[src/rtl/mem_rd_arbiter_if.sv]
// Bundle for the shared MMU read port: requester A/B read channels, the MMU data-read
// channel, pipeline flush and the timeout flag. slave = arbiter side, master = environment.
interface mem_rd_arbiter_if;
  logic        FLUSH;
  logic        A_RDEN;
  logic [31:0] A_RIADDR;
  logic        A_RVALID;
  logic [31:0] A_ROADDR;
  logic [31:0] A_RDATA;
  logic        A_WAIT;
  logic        B_RDEN;
  logic [31:0] B_RIADDR;
  logic        B_RVALID;
  logic [31:0] B_ROADDR;
  logic [31:0] B_RDATA;
  logic        B_WAIT;
  logic        DATA_RDEN;
  logic [31:0] DATA_RIADDR;
  logic [31:0] DATA_ROADDR;
  logic        DATA_RVALID;
  logic [31:0] DATA_RDATA;
  logic        TIMEOUT_ERR;

  modport slave (
    input  FLUSH,
    input  A_RDEN, A_RIADDR, B_RDEN, B_RIADDR,
    output A_RVALID, A_ROADDR, A_RDATA, A_WAIT,
    output B_RVALID, B_ROADDR, B_RDATA, B_WAIT,
    output DATA_RDEN, DATA_RIADDR,
    input  DATA_ROADDR, DATA_RVALID, DATA_RDATA,
    output TIMEOUT_ERR
  );

  modport master (
    output FLUSH,
    output A_RDEN, A_RIADDR, B_RDEN, B_RIADDR,
    input  A_RVALID, A_ROADDR, A_RDATA, A_WAIT,
    input  B_RVALID, B_ROADDR, B_RDATA, B_WAIT,
    input  DATA_RDEN, DATA_RIADDR,
    output DATA_ROADDR, DATA_RVALID, DATA_RDATA,
    input  TIMEOUT_ERR
  );
endinterface

[src/rtl/mem_rd_arbiter.sv]
// Two-requester arbiter for the single MMU data-read port, one read in flight at a time.
// Optional REQ-state timeout abort is compiled in with `define MEM_RD_ARB_TIMEOUT_EN.
module mem_rd_arbiter #(
  parameter bit PRIO_INIT      = 1'b0,
  parameter int TIMEOUT_CYCLES = 255
) (
  input  logic             CLK,
  input  logic             RST,
  mem_rd_arbiter_if.slave  bus
);

  if (TIMEOUT_CYCLES < 1) begin : g_bad_timeout
    $error("TIMEOUT_CYCLES must be at least 1");
  end

  typedef enum logic [1:0] {IDLE, REQ, RESP} state_t;

  state_t      state_q, state_d;
  logic        owner_q, owner_d;   // 0: A, 1: B
  logic        rr_q, rr_d;         // side that wins the next tie
  logic [31:0] addr_q, addr_d;
  logic [31:0] data_q, data_d;
  logic        resp_ok;

`ifdef MEM_RD_ARB_TIMEOUT_EN
  localparam int CNT_W = ($clog2(TIMEOUT_CYCLES + 1) > 8) ? $clog2(TIMEOUT_CYCLES + 1) : 8;
  logic [CNT_W-1:0] cnt_q, cnt_d;
  logic             to_q, to_d;
`endif

  always_ff @(posedge CLK) begin
    if (RST) begin
      state_q <= IDLE;
      owner_q <= 1'b0;
      rr_q    <= PRIO_INIT;
      addr_q  <= '0;
      data_q  <= '0;
`ifdef MEM_RD_ARB_TIMEOUT_EN
      cnt_q   <= '0;
      to_q    <= 1'b0;
`endif
    end else begin
      state_q <= state_d;
      owner_q <= owner_d;
      rr_q    <= rr_d;
      addr_q  <= addr_d;
      data_q  <= data_d;
`ifdef MEM_RD_ARB_TIMEOUT_EN
      cnt_q   <= cnt_d;
      to_q    <= to_d;
`endif
    end
  end

  always_comb begin
    state_d = state_q;
    owner_d = owner_q;
    rr_d    = rr_q;
    addr_d  = addr_q;
    data_d  = data_q;
`ifdef MEM_RD_ARB_TIMEOUT_EN
    cnt_d   = (state_q == REQ) ? cnt_q + 1'b1 : '0;
    to_d    = to_q;
`endif
    unique case (state_q)
      IDLE: begin
        if (bus.A_RDEN || bus.B_RDEN) begin
          owner_d = (bus.A_RDEN && bus.B_RDEN) ? rr_q : bus.B_RDEN;
          addr_d  = owner_d ? bus.B_RIADDR : bus.A_RIADDR;
          state_d = REQ;
`ifdef MEM_RD_ARB_TIMEOUT_EN
          to_d    = 1'b0;
`endif
        end
      end
      REQ: begin
        // Responses tagged for some other address belong to an earlier, aborted read.
        if (bus.DATA_RVALID && bus.DATA_ROADDR == addr_q) begin
          data_d  = bus.DATA_RDATA;
          state_d = RESP;
        end
`ifdef MEM_RD_ARB_TIMEOUT_EN
        else if (cnt_q == CNT_W'(TIMEOUT_CYCLES - 1)) begin
          data_d  = '0;
          to_d    = 1'b1;
          state_d = RESP;
        end
`endif
      end
      RESP: begin
        rr_d    = ~owner_q;
        state_d = IDLE;
      end
      default: state_d = IDLE;
    endcase
    // Flush abandons the transaction without touching arbitration history.
    if (bus.FLUSH) begin
      state_d = IDLE;
      owner_d = owner_q;
      rr_d    = rr_q;
      addr_d  = addr_q;
      data_d  = data_q;
    end
  end

  assign resp_ok         = (state_q == RESP) && !bus.FLUSH;

  assign bus.A_RVALID    = resp_ok && !owner_q;
  assign bus.A_ROADDR    = bus.A_RVALID ? addr_q : '0;
  assign bus.A_RDATA     = bus.A_RVALID ? data_q : '0;
  assign bus.A_WAIT      = bus.A_RDEN && !bus.A_RVALID;

  assign bus.B_RVALID    = resp_ok && owner_q;
  assign bus.B_ROADDR    = bus.B_RVALID ? addr_q : '0;
  assign bus.B_RDATA     = bus.B_RVALID ? data_q : '0;
  assign bus.B_WAIT      = bus.B_RDEN && !bus.B_RVALID;

  assign bus.DATA_RDEN   = (state_q == REQ);
  assign bus.DATA_RIADDR = bus.DATA_RDEN ? addr_q : '0;

`ifdef MEM_RD_ARB_TIMEOUT_EN
  assign bus.TIMEOUT_ERR = resp_ok && to_q;
`else
  assign bus.TIMEOUT_ERR = 1'b0;
`endif

endmodule
[src/flat_wrapper.sv]
// flat-port wrapper written by rule: the top's interface ports become plain ports
module mem_rd_arbiter_flat 
#(
  parameter bit PRIO_INIT      = 1'b0,
  parameter int TIMEOUT_CYCLES = 255
)
  (CLK, RST, bus_FLUSH, bus_A_RDEN, bus_A_RIADDR, bus_B_RDEN, bus_B_RIADDR, bus_A_RVALID, bus_A_ROADDR, bus_A_RDATA, bus_A_WAIT, bus_B_RVALID, bus_B_ROADDR, bus_B_RDATA, bus_B_WAIT, bus_DATA_RDEN, bus_DATA_RIADDR, bus_DATA_ROADDR, bus_DATA_RVALID, bus_DATA_RDATA, bus_TIMEOUT_ERR);
  mem_rd_arbiter_if bus_i ();
  input  logic CLK;
  input  logic RST;
  input wire logic [$bits(bus_i.FLUSH)-1:0] bus_FLUSH;
  input wire logic [$bits(bus_i.A_RDEN)-1:0] bus_A_RDEN;
  input wire logic [$bits(bus_i.A_RIADDR)-1:0] bus_A_RIADDR;
  input wire logic [$bits(bus_i.B_RDEN)-1:0] bus_B_RDEN;
  input wire logic [$bits(bus_i.B_RIADDR)-1:0] bus_B_RIADDR;
  output wire logic [$bits(bus_i.A_RVALID)-1:0] bus_A_RVALID;
  output wire logic [$bits(bus_i.A_ROADDR)-1:0] bus_A_ROADDR;
  output wire logic [$bits(bus_i.A_RDATA)-1:0] bus_A_RDATA;
  output wire logic [$bits(bus_i.A_WAIT)-1:0] bus_A_WAIT;
  output wire logic [$bits(bus_i.B_RVALID)-1:0] bus_B_RVALID;
  output wire logic [$bits(bus_i.B_ROADDR)-1:0] bus_B_ROADDR;
  output wire logic [$bits(bus_i.B_RDATA)-1:0] bus_B_RDATA;
  output wire logic [$bits(bus_i.B_WAIT)-1:0] bus_B_WAIT;
  output wire logic [$bits(bus_i.DATA_RDEN)-1:0] bus_DATA_RDEN;
  output wire logic [$bits(bus_i.DATA_RIADDR)-1:0] bus_DATA_RIADDR;
  input wire logic [$bits(bus_i.DATA_ROADDR)-1:0] bus_DATA_ROADDR;
  input wire logic [$bits(bus_i.DATA_RVALID)-1:0] bus_DATA_RVALID;
  input wire logic [$bits(bus_i.DATA_RDATA)-1:0] bus_DATA_RDATA;
  output wire logic [$bits(bus_i.TIMEOUT_ERR)-1:0] bus_TIMEOUT_ERR;
  assign bus_i.FLUSH = bus_FLUSH;
  assign bus_i.A_RDEN = bus_A_RDEN;
  assign bus_i.A_RIADDR = bus_A_RIADDR;
  assign bus_i.B_RDEN = bus_B_RDEN;
  assign bus_i.B_RIADDR = bus_B_RIADDR;
  assign bus_A_RVALID = bus_i.A_RVALID;
  assign bus_A_ROADDR = bus_i.A_ROADDR;
  assign bus_A_RDATA = bus_i.A_RDATA;
  assign bus_A_WAIT = bus_i.A_WAIT;
  assign bus_B_RVALID = bus_i.B_RVALID;
  assign bus_B_ROADDR = bus_i.B_ROADDR;
  assign bus_B_RDATA = bus_i.B_RDATA;
  assign bus_B_WAIT = bus_i.B_WAIT;
  assign bus_DATA_RDEN = bus_i.DATA_RDEN;
  assign bus_DATA_RIADDR = bus_i.DATA_RIADDR;
  assign bus_i.DATA_ROADDR = bus_DATA_ROADDR;
  assign bus_i.DATA_RVALID = bus_DATA_RVALID;
  assign bus_i.DATA_RDATA = bus_DATA_RDATA;
  assign bus_TIMEOUT_ERR = bus_i.TIMEOUT_ERR;
  mem_rd_arbiter #(.PRIO_INIT(PRIO_INIT), .TIMEOUT_CYCLES(TIMEOUT_CYCLES)) u_core (.CLK(CLK), .RST(RST), .bus(bus_i));
endmodule
[config.mk]
export PLATFORM = sky130hd
export DESIGN_NAME = mem_rd_arbiter_flat
export DESIGN_NICKNAME = d
export VERILOG_FILES = /design/src/rtl/mem_rd_arbiter_if.sv /design/src/rtl/mem_rd_arbiter.sv /design/src/flat_wrapper.sv
export SDC_FILE = /design/constraint.sdc
export NUM_CORES = 1
export LEC_CHECK = 0
export ABC_CLOCK_PERIOD_IN_PS = 2300
export CORE_MARGIN = 2
export CORE_UTILIZATION = 32
export CTS_BUF_LIST = sky130_fd_sc_hd__clkbuf_4 sky130_fd_sc_hd__clkbuf_8 sky130_fd_sc_hd__clkbuf_16
export CTS_CLUSTER_SIZE = 40
export DETAILED_ROUTE_END_ITERATION = 12
export HOLD_SLACK_MARGIN = 0.1
export PLACE_DENSITY_LB_ADDON = 0.12
export SETUP_SLACK_MARGIN = 0.5
export SLEW_MARGIN = 20
export SYNTH_ARGS = -nofsm -noshare
export SYNTH_HDL_FRONTEND = slang
export SYNTH_SLANG_ARGS = --single-unit
[constraint.sdc]
create_clock -name CLK -period 2.3 [get_ports CLK]
set_clock_uncertainty 0.2 [all_clocks]
set_input_delay 0.23 -clock CLK [delete_from_list [all_inputs] [get_ports CLK]]
set_output_delay 0.23 -clock CLK [all_outputs]
set_load 0.02 [all_outputs]
Word level (Yosys, flattened, before mapping)
Index checks and enable logic that the tools add are counted.
Widths: inputs -> output; s select.
{"block": "op_classes", "n_eq_ne": 5, "mux": 10, "n_bitwise": 2, "n_reduce_logical": 18}
{"operator": "$mux 32", "count": 6}
{"operator": "$eq 32x32->1", "count": 1}
{"operator": "$logic_and 1x1->1", "count": 7}
{"operator": "$reduce_and 3->1", "count": 2}
{"operator": "$logic_not 1->1", "count": 4}
{"operator": "$mux 2", "count": 2}
{"operator": "$pmux 2 s2", "count": 1}
{"operator": "$reduce_and 2->1", "count": 2}
{"operator": "$eq 2x1->1 const B", "count": 1}
{"operator": "$eq 2x2->1 const B", "count": 1}
{"operator": "$logic_not 2->1", "count": 1}
{"operator": "$ne 2x1->1 const B", "count": 1}
{"operator": "$ne 2x2->1 const B", "count": 1}
{"operator": "$not 1->1", "count": 2}
{"operator": "$reduce_or 2->1", "count": 1}
{"operator": "$logic_or 1x1->1", "count": 1}
{"operator": "$mux 1", "count": 1}
{"block": "totals", "regBits": 68, "input_bits": 134, "out_inout_bits": 166}

Logic depth before layout (Yosys ltp)
{"block": "logic_depth", "word_depth": 5, "ltp_mapped": 7, "depth_no_buf": 6}

Worst setup path after synthesis
OpenSTA, ideal clock, no wires.
{"block": "synth_timing", "kind": "register -> register", "start": "reg u_core.addr_q[8]", "end": "reg u_core.data_q[1]", "setup_ns": 0.128, "arrival_ns": 2.054, "slack_ns": -0.082, "path_stages_with_launch": 8, "n_path_buf": 1, "period_less_slack_ns": 2.382, "path_cell_list": "dfxtp_1 -> xnor2_1 -> nand4_1 -> or4_4 -> nor4_4 -> buf_8 -> mux2i_1 -> nor2_1"}
{"block": "synth_via", "elab_chain_cells": 3}
{"item": "start: declaration", "line": "mem_rd_arbiter.sv:21", "rtl": "logic [31:0] addr_q, addr_d;"}
{"item": "start signal: assignment", "line": "mem_rd_arbiter.sv:46", "rtl": "addr_q <= addr_d;"}
{"item": "$eq 32x32->1", "line": "mem_rd_arbiter.sv:78", "rtl": "if (bus.DATA_RVALID && bus.DATA_ROADDR == addr_q) begin"}
{"item": "$logic_and 1x1->1", "line": "mem_rd_arbiter.sv:78"}
{"item": "$reduce_and 3->1 (no line)"}
{"item": "end signal: assignment", "line": "mem_rd_arbiter.sv:47", "rtl": "data_q <= data_d;"}
{"item": "end: declaration", "line": "mem_rd_arbiter.sv:22", "rtl": "logic [31:0] data_q, data_d;"}
Every way passes these cells.
A chain may end at the register's enable or synchronous reset.

Final worst setup path
{"block": "layout_timing", "start": "reg u_core.addr_q[12]", "end": "reg u_core.data_q[21]"}
The elaborated chain is that of the path after synthesis.

==> flow_metrics.tcl <==
set metrics [dict create \
    grt_start_max_net_pins 39 \
    cp_data_arrival_time_ns 2.39 \
    setup_violations 18 \
    regArea_um2 1380 \
    drive_gt1_share_pct 47.5 \
    yosys_warnings 0 \
    area_growth_pct 121 \
    worst_slack_ns -0.0777 \
    post-route-min-period_ns 2.38 \
    drtPass1Iterations 4 \
    swShare_pct 25.9 \
    peakVddDrop_v 0.000361 \
    dp_hpwl_um 13200 \
    ant_nets 0 \
    yosys_most_used_dff "dfxtp_1" \
    drt_wl_total_um 21000 \
    fmax_mhz 421 \
    rrSetupSlack_ns -0.08 \
    synthDistinctLibCells 32 \
    ioPinCount 300 \
    via_per_inst 4.82 \
    reg2reg_depth 8 \
    clk_latency_ns 0.33 \
    yosysTopAreaCell "dfxtp_1" \
    gp_congestion 0.752 \
    power_frac_seq_pct 37.9 \
    max_slew_margin_pct 64.0 \
    start_util_pct 33.1 \
    grt-ovfl-total 0 \
    dieArea_um2 14100 \
    cp-endpoint "u_core.data_q[21]" \
    tightest_slew_ns 0.540 \
    synth_edf_count 0 \
    crit_fanout 6 \
    fin_tns_setup_ns -0.404 \
    worstPathCellList "xnor2_1, nand4_1, or4_4, nor4_4, buf_6, clkbuf_16, mux2i_1, nor2_1" \
    syn_avg_cell_area_um2 8.33 \
    ys_seq_area_share_pct 32.4 \
    switchingPower_uw 885 \
    synthesis.area_um2 4210 \
    whs_ns 0.166 \
    p_per_area_nw_per_um2 367 \
    worst_path_max_delay_cell "or4_4" \
    drt-initial-drc-count 266 \
    cts.path.max_buffers 2 \
    cts-root-buf "clkbuf_16" \
    die_h_um 119 \
    violations "setup timing" \
    crit_type "flop to flop" \
    required_ns 2.31 \
    status "finished, violations left" \
    h-tree-depth 3 \
    internal_power_mw 2.52 \
    die_x_um 119 \
    period_share_pct 103 \
    p_clk_share_pct 42.4 \
    core_area_um2 12700 \
    route.vias.total 5055 \
    ys_async_sr_fraction_pct 0 \
    hold_violations 0 \
    clkTransAtPathRegs_ns 0.06 \
    io_buffer_count 298 \
    antenna_found_initial 1 \
    max_stage_delay_ns 0.59 \
    drv_cap 0 \
    p_leak_nw 4.18 \
    p_comb_share_pct 19.6 \
    timing.rr.end "u_core.data_q[21]" \
    ys_seq_elements 68 \
    slew_violations 0 \
    rsz0062_at_grt "true" \
    crit_start "u_core.addr_q[12]" \
    remaining_drc_errors 0 \
    syn_inst 505 \
    nFillCells 959 \
    cts_tree "built" \
    syn-num-nets 639 \
    grtUsageTotal_pct 22.6 \
    r2r-start "u_core.addr_q[12]" \
    yosysTopAreaCellShare_pct 32.4 \
    grt_pass1_wl_um 25100 \
    clock-sinks 68 \
    nNetsFinal 1004 \
    critPathLaunchType "flop" \
    hold_class "primary input to flop" \
    core.rowCount 41 \
    grt_pass1_vias 4685 \
    synth_area_leaders "dfxtp_1 32%, and2_1 22%, mux2i_1 15%, nor2_1 6.5%, a211oi_1 5.7%" \
    cts_inserted_buffers 9 \
    multi_input_area_um2 3050 \
    end_kind "flop" \
    wl_per_cell_um 20.0 \
]
area by class of cell:
type                    count  share of cell area, %
repair buffers            390                   46.3
multi-input cells         394                   32.8
flip-flops and latches     68                   14.9
clock buffers              11                   2.72
well taps                 172                   2.32
clock inverters             5                  0.633
inverters                   7                  0.283
diodes                      1                 0.0269
layer usage:
| metal | global-route usage, % | share of wire [%] |
|---|---|---|
| met5 | 0 | 0 |
| met4 | 6.77 | 1.8 |
| met3 | 5.36 | 6.5 |
| met2 | 42.5 | 53 |
| met1 | 25.0 | 39 |
sequential cells by signal, indices dropped and copies added, names as in the netlist:
register,count
u_core.data_q,32
u_core.rr_q,1
u_core.owner_q,1
u_core.state_q,2
u_core.addr_q,32
cell usage in the layout, fill, tap and decap left out, types with 2 or more instances in the layout:
cell type,instances
nor2b_4,2
mux2i_1,64
a211oi_1,32
nand2b_1,12
and2_1,41
nor4_4,2
nor2_4,5
dlymetal6s2s_1,5
clkdlybuf4s15_2,17
nor3_1,7
dfxtp_1,56
buf_2,10
clkbuf_8,2
dfxtp_4,3
o2111a_1,4
clkdlybuf4s50_1,128
inv_1,5
buf_6,146
clkbuf_2,7
xnor2_2,2
nand4_1,3
nor2_1,68
buf_8,6
buf_4,40
dlygate4sd2_1,2
clkinvlp_4,2
and2_4,112
o21ai_0,2
buf_12,14
clkbuf_16,21
inv_2,2
xor2_1,15
xnor2_1,4
dfxtp_2,9
nor4_2,2
cell families after synthesis:
kind of cell / after synthesis / synth area share [%]
other: 1 / 0.0891
xor gates and xnor gates: 21 / 4.37
muxes: 65 / 15.5
buffers and inverters: 43 / 4.73
DFF: 68 / 32.4
and+or+nand+nor: 264 / 35.1
AOI/OAI and AO/OA: 43 / 7.82
how the worst min path moves through the flow:
stage                                   end  cells after the start  slack (ns)          startpoint
after CTS                  u_core.data_q[1]                      2        0.17                 RST
after global placement    u_core.data_q[25]                      2        0.28   u_core.data_q[25]
final                      u_core.data_q[1]                      2        0.17                 RST
after detailed placement  u_core.data_q[22]                      2        0.29   u_core.data_q[22]
after global routing       u_core.data_q[2]                      2        0.18                 RST
after floorplan           u_core.data_q[10]                      2        0.18  bus_DATA_RDATA[10]
synth_stat cells, types with 3 or more instances:
cell	instances
and2_1	151
dfxtp_1	68
xnor2_1	6
and2_2	3
nand4_1	3
nand2b_1	12
buf_1	4
xor2_1	15
o2111a_1	4
buf_8	3
nor2_1	73
nor2b_1	3
a211oi_1	32
clkbuf_1	28
mux2i_1	64
nor4_1	3
nor3_1	8
inv_1	7
metrics by stage:
step	power (mW)	instances	area, um^2	setup slack, ns	utilization [%]
floorplan	1.54	505	4220	0.0882	-
detailed placement	1.96	974	7650	-0.349	60.1
CTS	3.38	994	7930	-0.0924	62.3
finish	3.41	1048	9290	-0.0777	73.0
global route	3.53	1048	9290	-0.152	73.0
global placement	1.94	974	7650	-0.360	60.1
worst max-delay path, delay by kind of cell (launching register included):
| kind | cells | cell delay, ns |
|---|---|---|
| multiplexers | 1 | 0.23 |
| flip-flops | 1 | 0.32 |
| XOR/XNOR | 1 | 0.17 |
| AND/OR/NAND/NOR | 4 | 1.01 |
| buffers and inverters | 2 | 0.33 |
repair_timing:
item                                   in CTS  in global routing
setup endpoints to repair                 199                215
cloned                                      1                 21
buffers inserted                            3                 32
hold buffers                                0                  0
pin swaps                                   2                 44
endpoints found under the hold margin       0                  0
resized for setup                         347                711
power by group through the flow:
stage / clock [mW] / combinational, mW / sequential [mW]
6_report: 1.45 / 0.670 / 1.29
5_1_grt: 1.51 / 0.718 / 1.30
3_3_place_gp: 0 / 0.631 / 1.31
4_1_cts: 1.46 / 0.640 / 1.29
2_1_floorplan: 0 / 0.250 / 1.29
3_5_place_dp: 0 / 0.642 / 1.31
Note: power is estimated with default switching activity, not from simulation.
